**config.mk**
```make
export PLATFORM = sky130hd
export DESIGN_NAME = bcd_time_counter
export DESIGN_NICKNAME = d
export VERILOG_FILES = /design/src/rtl/bcd_time_counter_pkg.sv /design/src/rtl/bcd_mod_counter.sv /design/src/rtl/bcd_time_counter.sv
export SDC_FILE = /design/constraint.sdc
export NUM_CORES = 1
export LEC_CHECK = 0
export CORE_MARGIN = 2
export CORE_UTILIZATION = 35
export DETAILED_ROUTE_END_ITERATION = 16
export HOLD_SLACK_MARGIN = 0.03
export SYNTH_ARGS = -nofsm -noshare
export SYNTH_HDL_FRONTEND = slang
export SYNTH_SLANG_ARGS = --single-unit
```
**constraint.sdc**
```tcl
create_clock -name clk -period 5.45 [get_ports clk]
set_input_delay 0.8175 -clock clk [delete_from_list [all_inputs] [get_ports clk]]
set_output_delay 0.8175 -clock clk [all_outputs]
set_load 0.01 [all_outputs]
```
**src/rtl/bcd_time_counter_pkg.sv**
```systemverilog
// Shared constants and helpers for the HH:MM:SS BCD time counter.
// Digit slice positions, field limits, 2-digit BCD increment.
package bcd_time_counter_pkg;

  localparam int S0_LSB = 0;
  localparam int S1_LSB = 4;
  localparam int M0_LSB = 8;
  localparam int M1_LSB = 12;
  localparam int H0_LSB = 16;
  localparam int H1_LSB = 20;

  localparam logic [7:0] SEC_MAX  = 8'h59;
  localparam logic [7:0] MIN_MAX  = 8'h59;
  localparam logic [7:0] HOUR_MAX = 8'h23;

  // Next value of a 2-digit BCD field that wraps to 00 after max.
  function automatic logic [7:0] bcd2_inc(
    input logic [7:0] v,
    input logic [7:0] max
  );
    logic [7:0] r;
    if (v == max) begin
      r = 8'h00;
    end else if (v[3:0] == 4'd9) begin
      r = {v[7:4] + 4'd1, 4'd0};
    end else begin
      r = {v[7:4], v[3:0] + 4'd1};
    end
    return r;
  endfunction

endpackage

```
**src/rtl/bcd_mod_counter.sv**
```systemverilog
// 2-digit BCD counter wrapping after MAX, with sync clear.
// Ports: clk, reset, inc, clr in; value[7:0], carry (wrap on inc) out.
module bcd_mod_counter
  import bcd_time_counter_pkg::*;
#(
  parameter logic [7:0] MAX = 8'h59
) (
  input  logic       clk,
  input  logic       reset,
  input  logic       inc,
  input  logic       clr,
  output logic [7:0] value,
  output logic       carry
);

  logic [7:0] value_q;
  logic [7:0] value_d;

  always_comb begin
    value_d = value_q;
    if (clr) begin
      value_d = 8'h00;
    end else if (inc) begin
      value_d = bcd2_inc(value_q, MAX);
    end
  end

  always_ff @(posedge clk) begin
    if (reset) begin
      value_q <= 8'h00;
    end else begin
      value_q <= value_d;
    end
  end

  assign value = value_q;
  assign carry = inc && !clr && (value_q == MAX);

endmodule

```
**src/rtl/bcd_time_counter.sv**
```systemverilog
// 24-hour HH:MM:SS BCD time-of-day counter with 1 Hz prescaler.
// Ports: clk, reset, run, inc_min, inc_hour, clr_sec in; counter[23:0], sec_tick out.
module bcd_time_counter
  import bcd_time_counter_pkg::*;
#(
  parameter int TICK_DIV = 50000000,
  parameter int PS_W     = 26
) (
  input  logic        clk,
  input  logic        reset,
  input  logic        run,
  input  logic        inc_min,
  input  logic        inc_hour,
  input  logic        clr_sec,
  output logic [23:0] counter,
  output logic        sec_tick
);

  localparam logic [PS_W-1:0] PS_LAST = PS_W'(TICK_DIV - 1);

  logic [PS_W-1:0] ps_q;
  logic [PS_W-1:0] ps_d;
  logic            sec_tick_q;

  logic       tick_raw;
  logic       inc_any;
  logic       tick;
  logic [7:0] sec_v;
  logic [7:0] min_v;
  logic [7:0] hour_v;
  logic       sec_carry;
  logic       min_carry;
  logic       unused_day_wrap;

  assign tick_raw = run && (ps_q == PS_LAST);
  assign inc_any  = inc_min || inc_hour;
  // A tick colliding with a manual set or a seconds clear is not applied.
  assign tick     = tick_raw && !clr_sec && !inc_any;

  always_comb begin
    ps_d = ps_q;
    if (clr_sec) begin
      ps_d = '0;
    end else if (run) begin
      if (tick_raw) begin
        // Hold at the last count so the deferred tick fires next cycle.
        if (!inc_any) begin
          ps_d = '0;
        end
      end else begin
        ps_d = ps_q + PS_W'(1);
      end
    end
  end

  always_ff @(posedge clk) begin
    if (reset) begin
      ps_q       <= '0;
      sec_tick_q <= 1'b0;
    end else begin
      ps_q       <= ps_d;
      sec_tick_q <= tick;
    end
  end

  bcd_mod_counter #(.MAX(SEC_MAX)) u_sec (
    .clk  (clk),
    .reset(reset),
    .inc  (tick),
    .clr  (clr_sec),
    .value(sec_v),
    .carry(sec_carry)
  );

  // Manual minute steps must not ripple into hours, so only a
  // tick-driven minute wrap carries.
  bcd_mod_counter #(.MAX(MIN_MAX)) u_min (
    .clk  (clk),
    .reset(reset),
    .inc  (inc_min || sec_carry),
    .clr  (1'b0),
    .value(min_v),
    .carry(min_carry)
  );

  bcd_mod_counter #(.MAX(HOUR_MAX)) u_hour (
    .clk  (clk),
    .reset(reset),
    .inc  (inc_hour || (min_carry && tick)),
    .clr  (1'b0),
    .value(hour_v),
    .carry(unused_day_wrap)
  );

  assign counter[S0_LSB +: 4] = sec_v[3:0];
  assign counter[S1_LSB +: 4] = sec_v[7:4];
  assign counter[M0_LSB +: 4] = min_v[3:0];
  assign counter[M1_LSB +: 4] = min_v[7:4];
  assign counter[H0_LSB +: 4] = hour_v[3:0];
  assign counter[H1_LSB +: 4] = hour_v[7:4];
  assign sec_tick = sec_tick_q;

endmodule
```
==> impl_results.md, run 1 <==
* Worst VDD drop at between 0.1 and 0.15 mV
* Maximum clock path buffer count at 2
* Final Hold Fails at 0
* Hold EP: ps_q[6]
* Site Rows at 32
* Setup ws final at approximately 2.4 ns
* Io pins at 31
* Crit share post-route at between 50% and 60%
* Total of max-cap violations at 0
* Reg clk slew, reported paths at 0.09 ns
* Final setup fails at 0
* Hold Crit Start: ps_q[6]
* Top cells by area, synth: dfxtp_1 (37%), ha_1 (5.9%), nor2_1 (5.6%)
* Drt first pass iters at 4
* # diodes at 0
* Synth warn at 0
* H-Tree Depth at 2
* Leak pwr at 0.00107 µW
* Gate Count Post-Synth at 330
* Hold path depth at 2
* CP Launch Type: input port
* Synth cell types at 54
* WL final at 6140 µm
* Seq cells post-synth at 51
* Core area at 7690 µm²
* Grt total ovfl at 0
* DP Worst Slack at ~1.9 ns
* Final slew viol count at 0
* Synth Area per Inst at between 8 and 9 µm²
* Avg WL per Cell at 13.4 µm
* Drt drc at 0
* Grt met2 use at 21.4%
* GRT Resource Usage Total at 14.6%
* Vias per inst at 5.36
* Area Overhead vs Synth at 17.6%
* CTS Root Cell: clkbuf_8
* Die width at ~93 µm
* Detailed Route Iter0 Violations at 120
* Min-Delay Path Class: flop to flop
* DRT antenna net count at 0
* Nets at approximately 380
* Hold slack final at around 0.50 ns
* Setup_tns at 0 ns
* Reg2reg setup slack at 2.75 ns
* Worst rel slew slack at roughly two fifths
* Power Internal at 506 µW
* Cell Pwr Density at around 200 nW/µm²
* Critical Path Sink Type: flop
* Crit path required time at roughly 5.7 ns
* GRT Max-Usage Layer: met2
* Crit path max fanout at 22
* Fraction of the yosys area taken by sequential cells at a little under two fifths
* R2R depth at 6
* Final Critical Period at between 3 and 4 ns
* Initial Util at 35.9%
* Chip height at 92.8 µm
* RePlAce Congestion at 0.809
* Met3 capacity usage during global routing at between 2 and 2.5%
* Outcome: finished clean
* Post-synthesis net count at 349
* # clock sinks at 51
* Via count at between 2000 and 2500
* Power Total at about 660 µW
* Share of layout cells above drive strength 1 at between 5 and 6%
* Final Util at 42.2%
* Later-pin clock latency in the skew report at ~0.30 ns
* Die area at between 8000 and 9000 µm²
* RSZ-0062 raised after global routing: no
* Post-CTS Setup Inserts at 0
* Clock power share at ~37%
* WS Path Type: input port to flop
* Dominant cell type by area after synthesis: dfxtp_1
* Dpl hpwl at 4460 µm
* Reg-to-Reg Start: u_sec.value[0]
* RR Endpoint: u_min.value[6]
* First-pass GRT wire length at roughly 10000 µm
* Post-synth ARST share at 0%
* Least-Margin Pin Slew at between 0.9 and 1 ns
* Sw Pwr at around 150 µW
* Cts hold-fix bufs at 0
* Most used DFF post-synth: dfxtp_1
* Mapped cell area at around 2800 µm²
* Sequential Power Share at between 50% and 60%
* Maximum clock frequency at between 300 and 400 MHz
* Critical path arrival at 3.33 ns
* CTS tree: built
* Share of the synthesized area in the top cell type at about 37%
* Switch share at ~23%
* EDFF count, synth at 0
* Routing usage on met1 at 21.3%
* Num CTS Buffers at 5
* Cts repair resizes at 0
* Layout Skew at 0.00297 ns
* Pin count of the biggest net entering global routing at 23
* Vias in the first global route at around 2100
* Power share of the combinational group at 5.2%
* Antenna violations before repair at 0
* I/O Buffers at 30
## power by group through the flow
| stage | Sequential [µW] | Clock [µW] | Combinational, µW |
|---|---|---|---|
| global route | 381 | 263 | 38.3 |
| detailed placement | 389 | 0 | 34.2 |
| finish | 380 | 241 | 34.3 |
| CTS | 380 | 247 | 34.3 |
| floorplan | 389 | 0 | 19.6 |
| global placement | 389 | 0 | 33.7 |
## cell families after synthesis
logic type               Yosys count  synth area share, %
multiplexers                       5                 1.86
AND/OR/NAND/NOR                  167                 34.4
adder cells (fa/ha/maj)           13                 5.90
flip-flops                        51                 37.0
AO/OA/AOI/OAI                     53                 12.1
buffers and inverters             24                 3.40
XOR/XNOR                          17                 5.40
## worst max-delay path: stages
cell and delay [ns]:
clkdlybuf4s50_1 0.78, or2_2 0.60, a21o_1 0.44, or4_1 0.59, o21ai_0 0.08
## metrics by stage
stage	area [µm²]	std cells
after CTS	3240	458
final	3240	459
after floorplan	2760	330
after global placement	3140	450
after global routing	3240	459
after detailed placement	3140	450
## worst max-delay path by stage
| stage | startpoint | end | slack, ns | cells after the start |
|---|---|---|---|---|
| after floorplan | run | u_sec.value[2] | 2.82 | 7 |
| after global placement | clr_sec | u_min.value[6] | 2.04 | 6 |
| after detailed placement | run | ps_q[4] | 1.92 | 6 |
| after CTS | run | ps_q[4] | 2.23 | 6 |
| after global routing | reset | ps_q[6] | 2.19 | 5 |
| final | reset | ps_q[6] | 2.36 | 5 |
## cell usage after synthesis (2+ instances only)
library cell and count:
o21ai_0 15, or4_1 6, o31ai_1 5, and2_1 3, nand2b_1 2, ha_1 13
nor4b_1 3, o32ai_1 2, nand3b_1 5, a32oi_1 2, and3b_1 2, a21oi_1 16
o22ai_1 2, or2_2 5, dfxtp_1 51, buf_2 2, nor2b_1 2, nor3_1 8
xnor2_1 2, nand3_1 25, nand4b_1 2, a32o_1 2, and4_1 2, nand4_1 9
nand2_1 21, or3_1 7, mux2i_1 4, nor4_1 8, xor2_1 15, and3_1 5
or4bb_1 2, clkbuf_1 9, inv_1 12, nor2_1 41
## state kept, by name, summed over array words and instances (netlist names)
register	cells
ps_q	26
u_hour.value	8
u_min.value	8
u_sec.value	8
sec_tick	1
## layout make-up
| type | count | area (µm²) |
|---|---|---|
| well taps | 102 | 128 |
| clock buffers | 8 | 100 |
| flip-flops and latches | 51 | 1020 |
| repair buffers | 31 | 305 |
| fillers | 797 | 4440 |
| multi-input cells | 255 | 1640 |
| inverters | 12 | 45.0 |
## placed cells by master (no fill, tap or decap), drive strengths merged, types with 7 or more instances in the layout
cell type      synthesis  final
ha                    13     13
inv                   12     12
xor2                  15     15
nand4                 10     10
nor4                  10     10
nand2                 21     21
clkdlybuf4s50          0     30
or4                    7      7
or3                    7      7
nand3                 25     25
o21ai                 15     15
nor3                   8      8
nor2                  41     41
clkbuf                10      8
dfxtp                 51     51
a21oi                 16     16
## routing by layer
layer / up-vias / wire length (µm) / part of all wire [%]
li1: 1264 / - / -
met1: 1145 / 3180 / 52
met2: 44 / 2630 / 43
met3: 9 / 226 / 3.7
met4: 0 / 108 / 1.8
met5: - / 0 / 0
Power figures use the tool's default switching activity.
==> run 2, diff against run 1 <==
clock period = 2.85 ns   (was 5.45 ns; I/O delays follow)
==> run 2 against run 1 <==
Effect of this change:
- register-to-register slack worse by 2.5 ns
- global-route usage up 0.97 points
- via count up 4.8%
- critical path type is now flop to flop
- total power up 89%
- first-iteration DRC count up 16%
==> impl_results.md, run 2 (synthesis gave the netlist of run 1 again) <==
* Maximum clock frequency at 383 MHz
* Vias per inst at 5.46 (+1.9%)
* Most flops, register: ps_q
* Die area at 8610 µm² (unchanged)
* Cts hold-fix bufs at 0 (unchanged)
* I/O Buffers at 30 (unchanged)
* DRT antenna net count at 0 (unchanged)
* Sw Pwr at 308 µW (+110%)
* CTS tree: built
* Pin count of the biggest net entering global routing at 21 (-8.7%)
* CP max-delay cell: or4_1
* Reg clk slew, reported paths at 0.10 ns (about the same)
* RePlAce Congestion at 0.813 (+0.52%)
* Drt first pass iters at 4 (unchanged)
* CP Launch Type: flop
* Crit path top cell by count: or4_1
* Critical Path Sink Type: flop
* CP max stage delay at 0.59 ns (-0.19 ns)
* Via count at 2579 (+4.8%)
* Least-Margin Pin Slew at 0.598 ns (-0.315 ns)
* Min-Delay Path Class: flop to flop
* Final Hold Fails at 0 (unchanged)
* Final Critical Period at between 2 and 3 ns
* Power Internal at 928 µW (+84%)
* Commonest non-fill, non-tap cell in the layout: dfxtp_1
* Worst VDD drop at 0.152 mV (+23%)
* Drt drc at 0 (unchanged)
* # diodes at 0 (unchanged)
* Layout Skew at 0.00752 ns (+0.00455 ns)
* Initial Util at 35.9% (unchanged)
* Final setup fails at 0 (unchanged)
* CTS Root Cell: clkbuf_8
* Leak pwr at 0.00112 µW (+5.5%)
* Routing usage on met1 at 22.1% (+0.74 points)
* Crit path max fanout at 6 (-73%)
* Register area at 1020 µm² (unchanged)
* Avg WL per Cell at 13.6 µm (+1.4%)
* Fillers at 799 (+0.25%)
* Clock power share at 35.2% (-1.5 points)
* Antenna violations before repair at 0 (unchanged)
* Most frequent cells in the layout: dfxtp_1 (51), nor2_1 (41), clkdlybuf4s50_1 (30), nand3_1 (25), nand2_1 (21)
* RSZ-0062 raised after global routing: no
* Critical path arrival at 2.86 ns (-0.47 ns)
* Later-pin clock latency in the skew report at 0.31 ns (about the same)
* GRT Max-Usage Layer: met2
* Io pins at 31 (unchanged)
* Max reg flops at 26 (unchanged)
* Total of max-cap violations at 0 (unchanged)
* Share of layout cells above drive strength 1 at 9.19% (+3.6 points)
* WS Path Type: flop to flop
* Cell Pwr Density at 369 nW/µm² (+83%)
* Worst rel slew slack at 59.9% (+21 points)
* Vias in the first global route at 2369 (+11%)
* Non-Filler Instances at 472 (+2.8%)
* Fin area at 3350 µm² (+3.2%)
* Chip height at 92.8 µm (unchanged)
* Cells after DPL at 464 (+3.1%)
* # clock sinks at 51 (unchanged)
* Crit path required time at 3.09 ns (-2.60 ns)
* GRT Resource Usage Total at 15.6% (+0.97 points)
* Area Overhead vs Synth at 21.4%
* Dpl hpwl at 4840 µm (+8.5%)
* Grt total ovfl at 0 (unchanged)
* Die width at 92.8 µm (unchanged)
* Detailed Route Iter0 Violations at 139 (+16%)
* Setup_tns at 0 ns (unchanged)
* Met3 capacity usage during global routing at 2.28% (-0.081 points)
* H-Tree Depth at 2 (unchanged)
* Maximum clock path buffer count at 2 (unchanged)
* Critical-path cell list: ha_1 -> nand4_4 -> or3_1 -> or4_1 -> or4_1 -> a21oi_1
* Sequential Power Share at 58.8% (+0.8 points)
* Site Rows at 32 (unchanged)
* Post-CTS Setup Inserts at 0 (unchanged)
* Crit share post-route at 91.7%
* Nets at 388 (+3.5%)
* Grt met2 use at 24.6% (+3.2 points)
* Switch share at 24.9% (+2.1 points)
* Outcome: finished clean
* First-pass GRT wire length at 11100 µm (+7.6%)
* WL final at 6400 µm (+4.3%)
* Power share of the combinational group at 6.1% (+0.9 points)
* Cts repair resizes at 0 (unchanged)
* Num CTS Buffers at 5 (unchanged)
* Cell Area, Placed at 3260 µm² (+3.7%)
* Final slew viol count at 0 (unchanged)
* Multi-input logic area at 1640 µm² (unchanged)
* Core area at 7690 µm² (unchanged)
==> run 2: worst paths after layout <==
check | startpoint | to | slack (ns) | depth (start not counted)
hold reg to reg | ps_q[6] | ps_q[6] | 0.50 | 2
setup reg to reg | ps_q[1] | u_sec.value[2] | 0.24 | 6
hold / removal | ps_q[6] | ps_q[6] | 0.50 | 2
setup / recovery | ps_q[1] | u_sec.value[2] | 0.24 | 6
==> run 2: routing by layer <==
layer	share of wire (%)	vias up
met4	0.63	0
met3	2.5	2
met5	0	-
li1	-	1281
met1	51	1254
met2	46	42
==> run 2: critical path: cells and delay by family (launching register included) <==
family,cells,cell delay (ns)
fa+ha+maj,1,0.32
flops,1,0.42
compound gates,1,0.16
simple gates,4,1.66
==> run 2: power by group through the flow <==
stage | Combinational [µW] | Clock [µW] | Sequential [µW]
floorplan | 37.4 | 0 | 744
global placement | 74.7 | 0 | 743
detailed placement | 75.3 | 0 | 743
CTS | 75.5 | 448 | 727
global route | 83.6 | 477 | 728
finish | 74.9 | 435 | 727
==> run 2: layout make-up <==
type                       count  share of cell area, %
clock buffer                   5                   2.06
sequential                    51                   30.5
timing repair buffer          44                   12.5
tap                          102                   3.81
clock inverter                 3                  0.710
inverter                      12                   1.35
multi-input combinational    255                   49.1
==> run 2: through the flow <==
step	hold slack (ns)	power, µW	setup slack (ns)	util [%]
3_3_place_gp	0.475	818	0.183	42.4
3_5_place_dp	0.492	818	0.168	42.4
6_report	0.498	1240	0.237	43.6
4_1_cts	0.506	1250	0.241	43.6
5_1_grt	0.538	1290	0.0882	43.6
2_1_floorplan	0.458	781	0.391	-
==> run 3, diff against run 2 <==
CTS_CLUSTER_SIZE = 16   (was not set)
==> results of run 3 <==
The final DEF is identical to that of run 2; final timing and power are the same.
